==> src/rtl/seq_multiplier.sv <==
// Sequential shift-add unsigned multiplier: one add-and-shift per clock behind a start/done handshake.
// Optional early termination on exhausted multiplier bits: define SEQ_MULTIPLIER_EARLY_EXIT_EN.
module seq_multiplier #(
  parameter int WIDTH = 8
) (
  input  logic                 clk,
  input  logic                 reset,
  input  logic                 start,
  input  logic [WIDTH-1:0]     multiplicand,
  input  logic [WIDTH-1:0]     multiplier,
  output logic                 ready,
  output logic                 busy,
  output logic                 done,
  output logic [2*WIDTH-1:0]   product
);

  localparam int CW = $clog2(WIDTH + 1);
  localparam logic [CW-1:0] LAST_CNT = CW'(WIDTH - 1);

  typedef enum logic [1:0] {
    IDLE = 2'd0,
    RUN  = 2'd1,
    DONE = 2'd2
  } state_t;

  state_t             state_reg, state_next;
  logic [2*WIDTH:0]   r_reg, r_next;
  logic [WIDTH-1:0]   m_reg, m_next;
  logic [CW-1:0]      cnt_reg, cnt_next;

  // {carry, acc, mplr}: the add lands in the upper W+1 bits before the common shift
  logic [WIDTH:0]     sum;
  logic [2*WIDTH:0]   r_iter;

  assign sum    = {1'b0, r_reg[2*WIDTH-1:WIDTH]} + {1'b0, m_reg};
  assign r_iter = r_reg[0] ? {sum, r_reg[WIDTH-1:0]} : r_reg;

`ifdef SEQ_MULTIPLIER_EARLY_EXIT_EN
  logic [WIDTH-1:0]   rem_mask;
  logic               rem_zero;
  logic [CW-1:0]      exit_shamt;

  // Low W-cnt bits of R are the multiplier bits still to be consumed
  assign rem_mask   = {WIDTH{1'b1}} >> cnt_reg;
  assign rem_zero   = (r_reg[WIDTH-1:0] & rem_mask) == '0;
  assign exit_shamt = CW'(WIDTH) - cnt_reg;
`endif

  always_ff @(posedge clk or posedge reset) begin
    if (reset) begin
      state_reg <= IDLE;
      r_reg     <= '0;
      m_reg     <= '0;
      cnt_reg   <= '0;
    end else begin
      state_reg <= state_next;
      r_reg     <= r_next;
      m_reg     <= m_next;
      cnt_reg   <= cnt_next;
    end
  end

  always_comb begin
    state_next = state_reg;
    r_next     = r_reg;
    m_next     = m_reg;
    cnt_next   = cnt_reg;
    case (state_reg)
      IDLE: begin
        if (start) begin
          m_next     = multiplicand;
          r_next     = {1'b0, {WIDTH{1'b0}}, multiplier};
          cnt_next   = '0;
          state_next = RUN;
        end
      end
      RUN: begin
        r_next   = r_iter >> 1;
        cnt_next = cnt_reg + CW'(1);
        if (cnt_reg == LAST_CNT) begin
          state_next = DONE;
        end
`ifdef SEQ_MULTIPLIER_EARLY_EXIT_EN
        if (rem_zero) begin
          r_next     = r_reg >> exit_shamt;
          cnt_next   = cnt_reg;
          state_next = DONE;
        end
`endif
      end
      DONE: begin
        state_next = IDLE;
      end
      default: begin
        state_next = IDLE;
      end
    endcase
  end

  assign ready   = (state_reg == IDLE);
  assign busy    = (state_reg == RUN);
  assign done    = (state_reg == DONE);
  assign product = r_reg[2*WIDTH-1:0];

endmodule
==> config.mk <==
export PLATFORM = sky130hd
export DESIGN_NAME = seq_multiplier
export DESIGN_NICKNAME = d
export VERILOG_FILES = /design/src/rtl/seq_multiplier.sv
export SDC_FILE = /design/constraint.sdc
export NUM_CORES = 1
export LEC_CHECK = 0
export CAP_MARGIN = 10
export CORE_UTILIZATION = 44
export CTS_CLUSTER_DIAMETER = 150
export CTS_CLUSTER_SIZE = 14
export DETAILED_ROUTE_END_ITERATION = 12
export MAX_ROUTING_LAYER = met4
export PLACE_DENSITY = 0.77
export SLEW_MARGIN = 20
export SYNTH_ARGS = -nofsm -noshare
export SYNTH_HDL_FRONTEND = slang
export SYNTH_SLANG_ARGS = --single-unit
export TNS_END_PERCENT = 20
==> constraint.sdc <==
create_clock -name clk -period 2 [get_ports clk]
set_clock_uncertainty 0.15 [all_clocks]
set_input_delay 0.3 -clock clk [delete_from_list [all_inputs] [get_ports clk]]
set_output_delay 0.3 -clock clk [all_outputs]
set_load 0.05 [all_outputs]
Word level (Yosys, flattened, before mapping)
Index checks and enable logic that the tools add are counted.
Widths: inputs -> output; s select.

word-level totals
  flip-flop bits (word level) = 31
  bits of input ports = 19

cells by class
  add/sub/neg operators = 2
  equal/unequal tests = 5
  mux-type cells = 8
  reductions and logical operators = 5

operators with widths
  operator             number
  $mux 17              2
  $pmux 17 s2          1
  $add 8x8->9          1
  $pmux 4 s2           1
  $reduce_and 2->1     3
  $add 4x1->4 const B  1
  $eq 4x3->1 const B   1
  $mux 2               2
  $mux 4               1
  $pmux 2 s2           1
  $eq 2x1->1 const B   1
  $eq 2x2->1 const B   1
  $logic_not 2->1      1
  $ne 2x1->1 const B   1
  $ne 2x2->1 const B   1
  $reduce_bool 2->1    1

Logic depth before layout (Yosys ltp)
Gate-level depths: netlist of the first run.

  word-level depth = 3
  depth in mapped cells = 8
  gate-level depth less buffers = 8

Worst setup path before layout of the first run
No wires, ideal clock.

  kind = register to register
  start point = register r_reg[8]
  end point = register r_reg[13]
  library setup time = 70 ps
  arrival time = 2229 ps
  required time = 1780 ps
  slack = -449 ps
  stages on the path, launching flop included = 9
  buffers on the path = 0
  cell sequence = dfrtp_1 > ha_1 > inv_1 > fa_1 > nor2b_1 > o31a_1 > o22ai_1 > or4b_1 > nand3_1

on the way
  word-level cells in the longest chain between the ends = 3

RTL lines
  element                 line  source
  from (decl)             27    logic [2*WIDTH:0] r_reg, r_next;
  from (signal assigned)  57    r_reg <= r_next;
  $add 8x8->9             35    assign sum = {1'b0, r_reg[2*WIDTH-1:WIDTH]} + {1'b0, m_reg};
  $mux 17                 36    assign r_iter = r_reg[0] ? {sum, r_reg[WIDTH-1:0]} : r_reg;
  $pmux 17 s2             68    case (state_reg)

No other way between the ends.
A chain may end at the register's enable or synchronous reset.

Worst setup path after layout of the first run
  start point = register m_reg[0]
  end point = register r_reg[13]

on the way
  word-level cells in the longest chain between the ends = 3

RTL lines
  element                 line  source
  from (decl)             28    logic [WIDTH-1:0] m_reg, m_next;
  from (signal assigned)  58    m_reg <= m_next;
  $add 8x8->9             35
  $mux 17                 36
  $pmux 17 s2             68

No other way between the ends.

==> results of run 1 <==
layout make-up:
| type | instances | share of cell area, % |
|---|---|---|
| Multi-Input combinational cell | 114 | 37.6 |
| Tap cell | 46 | 2.60 |
| Inverter | 5 | 0.960 |
| Clock buffer | 8 | 2.20 |
| Sequential cell | 30 | 34.0 |
| Timing Repair Buffer | 52 | 22.7 |
cells in the final DEF, fill, tap and decap left out, types with 4 or more instances in the layout:
master,count
a21oi_1,5
a31oi_1,5
buf_4,23
clkbuf_4,5
clkdlybuf4s50_1,18
dfrtp_1,28
dlymetal6s2s_1,8
ha_1,6
mux2_1,8
nand2_1,8
nand3_1,9
nor2_1,16
nor3b_1,4
o21ai_1,9
o22ai_1,7
repair_timing:
action | 4_1_cts | 5_1_grt
gates resized for setup | 2 | 13
pin swaps | 0 | 2
hold endpoints to repair | 0 | 0
setup buffers | 1 | 3
gates cloned | 0 | 0
endpoints found under the setup margin | 3 | 12
critical path, cell delays in order (launching register included):
cell	delay (ns)
dfrtp_1	0.39
ha_4	0.15
inv_2	0.03
fa_2	0.34
nor2b_2	0.13
o31a_1	0.18
o22ai_2	0.09
or4b_1	0.47
nand3_1	0.09
worst paths after layout:
check	end	cells after the start
max	r_reg[13]$_DFFE_PP0P_	8
min	r_reg[1]$_DFFE_PP0P_	3
min in group clk	state_reg[1]$_DFFE_PP0P_	1
max in group asynchronous	r_reg[8]$_DFFE_PP0P_	3
max reg2reg	r_reg[13]$_DFFE_PP0P_	8
min reg2reg	state_reg[1]$_DFFE_PP0P_	1
per-stage QoR:
stage	TNS, ns	hold WS [ns]	setup WS, ns
floorplan	-0.348	0.241	-0.198
global placement	-0.00958	0.317	-0.00958
detailed placement	-0.114	0.333	-0.0718
CTS	-0.109	0.210	-0.0714
global route	-0.372	0.231	-0.179
finish	-0.124	0.197	-0.0884
logic make-up (layout without fill, tap and decap cells):
logic type      Yosys count  after routing
flops                    30             30
simple gates             51             51
buf+inv                  12             65
fa+ha+maj                10             10
mux                      11             11
compound gates           39             39
xor+xnor                  3              3
routing by layer:
| metal | routed length (um) | vias up |
|---|---|---|
| li1 | - | 673 |
| met1 | 1620 | 662 |
| met2 | 1820 | 33 |
| met3 | 151 | 7 |
| met4 | 67 | 0 |
| met5 | 0 | - |
==> metrics, run 1 <==
setup violators final 2; Fin. Hold Viols 0; chip width 62.1 um; M1 GR Usage 22.8%; share of layout cells above drive strength 1 21.5%; post-route worst setup slack -0.0884 ns; reg-to-reg startpoint m_reg[0]$_DFFE_PP0P_; Hold Buf Count CTS 0; Congestion Overflow GR 0; Req. time, crit path 2.11 ns; routed vias/inst 5.39; Final Critical Period 2.09 ns; ANT nets after route 0; Mapped Area between 1500 and 2000 um^2; Synth area leader dfrtp_1; sequential cell area approximately 750 um^2; area of the multi-input gates 832 um^2; Die Ht 62.1 um; clock latency at the later pin of the worst-skew pair 0.33 ns; Cells after DPL ~240; fin crit share 104%; post-DP HPWL 2570 um; Setup crit end kind flop; clk slew on worst S/H paths 0.09 ns; total vias in the final route 1375; H-Tree Depth 2; post-synthesis adder-cell area fraction 8.34%; unrepaired setup endpoints after global routing yes; antenna cells 0; Sink Count 30; sequential-to-total area share from yosys stat 47.2%; Yosys top cell area share a little under half; largest net degree at the start of global routing 31; Main synth FF type dfrtp_1; post-synthesis xor/xnor area fraction 1.65%; max_slew headroom between 50 and 60%; Mean Syn Cell Area 10.2 um^2; initial antenna violation count 0; core area ~3400 um^2; R2R Setup Slk -0.09 ns; mux share of post-synthesis cell area 7.55%; kind of critical path reg -> reg; Yosys cell types 39; failing checks negative setup slack; placed cell area 2080 um^2; main combinational cell family by area after synthesis simple AND/OR/NAND/NOR gates; Mapped Cells 156; RePlAce Congestion 0.860; worst setup path start m_reg[0]$_DFFE_PP0P_; CTS tree yes; I/O pin count 38; Worst setup SP type flop; # port buffers 37; Worst Path Arrival 2.20 ns; worst-path fanout max 2; leading cell types by total area after synthesis dfrtp_1 47%, ha_1 7.1%, mux2_1 5.7%; most frequent cells after synthesis 30 x dfrtp_1, 16 x nor2_1, 9 x ha_1, 9 x nand3_1, 9 x o21ai_1; non-filler cells, final 255; Design Area, Final 2210 um^2; die area 3860 um^2; Compound-Gate Fraction of Synth Area 15.0%; M2 GR Usage 35.2%; number of global-route vias before repair roughly 1400; FFs w/ async S/R, synth 100%; Area growth, synth to finish 39.3%; Post-synth EDFFs 0; FP Rows 21; initial DRC count 67; Fill cells 280; Post-Synth Simple-Gate Area 16.7%; Num CTS Buffers 5; Final nets about 240; Least-Margin Pin Slew 0.656 ns; GR Layer Usage met3 between 5 and 6%; Yosys reg bits 30; DR WL/cell roughly 14 um; overall routed net length 3660 um; Pre-Repair DR Iteration Count 4; Max Cap Violations 0; # DRC 0; GRT Max-Usage Layer met2; status finished with violations; Max Slew Vio Count 0; first-pass GRT wire length 6110 um; fin util 65.3%; synth warn 0; fmax 479 MHz; Syn Nets 185; gr usage total 20.5%; Initial Util a little under half; HP Class in -> async; max FFs per register 16; count leader, synth dfrtp_1; CTS Root Cell clkbuf_4; clk buf depth 2
Power of run 1 is not shown: default switching activity piles up to over one toggle a cycle in this logic, so the estimate is an artifact.
==> run 2: changes to the inputs <==
- GPL_ROUTABILITY_DRIVEN: unset -> 0
==> results of run 2 <==
Final layout, timing and power as in run 1 (identical DEF).
Power of run 2 is left out for the same reason.
==> run 3: changes to the inputs <==
- CORE_UTILIZATION: 44 -> 49
- PLACE_DENSITY: 0.77 -> 0.81
- clock period: 2 -> 2.05 ns (I/O delays scaled with it)
==> metrics, run 3 (synthesized netlist as in run 1, its figures left out) <==
status finished with violations (unchanged); failing checks negative setup slack (unchanged); Req. time, crit path 2.18 ns (was 2.11 ns); CTS tree yes (unchanged); Num CTS Buffers 5 (unchanged); FP Rows 20 (was 21); fin crit share 103% (was 104%); Die Ht 59.0 um (was 62.1 um); HP Class in -> async (unchanged); DR WL/cell 14.6 um (was 14.3 um); Worst setup SP type flop (unchanged); clock latency at the later pin of the worst-skew pair 0.34 ns (was 0.33 ns); Hold Buf Count CTS 0 (unchanged); max_slew headroom 58.4% (was 56.3%); die area 3480 um^2 (was 3860 um^2); ANT nets after route 0 (unchanged); first-pass GRT wire length 5780 um (was 6110 um); gr usage total 23.6% (was 20.5%); placed cell area 2070 um^2 (was 2080 um^2); Sink Count 30 (unchanged); post-DP HPWL 2490 um (was 2570 um); initial antenna violation count 0 (unchanged); I/O pin count 38 (unchanged); number of global-route vias before repair 1292 (was 1357); fmax 475 MHz (was 479 MHz); Max Cap Violations 0 (unchanged); Design Area, Final 2200 um^2 (was 2210 um^2); clk slew on worst S/H paths 0.10 ns (was 0.09 ns); R2R Setup Slk -0.05 ns (was -0.09 ns); Least-Margin Pin Slew 0.624 ns (was 0.656 ns); Final nets 234 (was 237); chip width 59.0 um (was 62.1 um); antenna cells 0 (unchanged); overall routed net length 3650 um (was 3660 um); total vias in the final route 1357 (was 1375); routed vias/inst 5.43 (was 5.39); post-route worst setup slack -0.0544 ns (was -0.0884 ns); setup violators final 1 (was 2); Initial Util 51.7% (was 46.9%); most frequent cells in the layout 28 x dfrtp_1, 22 x clkdlybuf4s50_1, 16 x nor2_1 (was 28 x dfrtp_1, 23 x buf_4, 18 x clkdlybuf4s50_1); # DRC 0 (unchanged); most common cell after layout, fill and taps aside dfrtp_1 (unchanged); initial DRC count 45 (was 67); core area 3080 um^2 (was 3390 um^2); unrepaired setup endpoints after global routing yes (unchanged); Worst Path Arrival 2.23 ns (was 2.20 ns); largest net degree at the start of global routing 31 (unchanged); clk buf depth 2 (unchanged); # port buffers 37 (unchanged); Setup crit end kind flop (unchanged); share of layout cells above drive strength 1 18.4% (was 21.5%); Max Slew Vio Count 0 (unchanged); CTS Root Cell clkbuf_4 (unchanged); Pre-Repair DR Iteration Count 4 (unchanged); Fin. Hold Viols 0 (unchanged); Congestion Overflow GR 0 (unchanged); kind of critical path reg -> reg (unchanged); Final Critical Period 2.10 ns (was 2.09 ns); max FFs per register 16 (unchanged); Area growth, synth to finish 38.4% (was 39.3%); worst-path fanout max 2 (unchanged); post-route setup TNS -0.0544 ns (was -0.124 ns); H-Tree Depth 2 (unchanged)
-- run 3: cell types whose count changed in the layout (fill, tap and decap cells not counted), sizes merged --
cell / change
clkbuf: -1
dlymetal6s2s: +1
clkdlybuf4s50: +4
buf: -8
clkinv: +1
-- run 3: repair_timing --
action,4_1_cts,5_1_grt
setup endpoints to repair,3,13
endpoints found under the hold margin,0,0
resized for setup,1,13
pin swaps,2,2
setup buffers,2,2
-- run 3: area by class of cell --
| class | instances | area [um^2] |
|---|---|---|
| flip-flops and latches | 30 | 753 |
| clock buffers | 7 | 55.1 |
| inverters | 5 | 18.8 |
| well taps | 44 | 55.1 |
| repair buffers | 49 | 494 |
| fillers | 236 | 877 |
| multi-input cells | 114 | 820 |
| clock inverters | 1 | 5.00 |
-- run 3: per-stage QoR --
step	util [%]	worst slack, ns	std cells	hold WS (ns)
2_1_floorplan	-	-0.148	156	0.248
3_3_place_gp	67.2	0.0333	238	0.314
3_5_place_dp	67.2	-0.0490	238	0.317
4_1_cts	69.6	-0.0570	248	0.206
5_1_grt	71.5	-0.142	250	0.230
6_report	71.5	-0.0544	250	0.194
-- run 3: per-layer routing --
layer | global-route usage [%] | vias up | part of all wire, %
li1 | - | 665 | -
met1 | 27.0 | 643 | 43
met2 | 39.3 | 42 | 49
met3 | 7.21 | 7 | 5.3
met4 | 8.16 | 0 | 2.1
met5 | - | - | 0
-- run 3: critical path, stage by stage (launching register included) --
cell,delay (ns)
dfrtp_1,0.41
ha_4,0.15
inv_2,0.03
fa_2,0.35
nor2b_2,0.14
o31a_1,0.16
o22ai_2,0.09
or4b_1,0.48
nand3_1,0.09
-- run 3: path summary, 6_finish.rpt --
kind / depth (start not counted) / start / end
max in group asynchronous: 3 / reset / r_reg[8]$_DFFE_PP0P_
setup / recovery: 8 / m_reg[0]$_DFFE_PP0P_ / r_reg[13]$_DFFE_PP0P_
hold / removal: 3 / reset / m_reg[5]$_DFFE_PP0P_
setup reg to reg: 8 / m_reg[0]$_DFFE_PP0P_ / r_reg[13]$_DFFE_PP0P_
min in group clk: 1 / cnt_reg[3]$_DFFE_PP0P_ / state_reg[1]$_DFFE_PP0P_
hold reg to reg: 1 / cnt_reg[3]$_DFFE_PP0P_ / state_reg[1]$_DFFE_PP0P_
Power of run 3 is left out for the same reason.
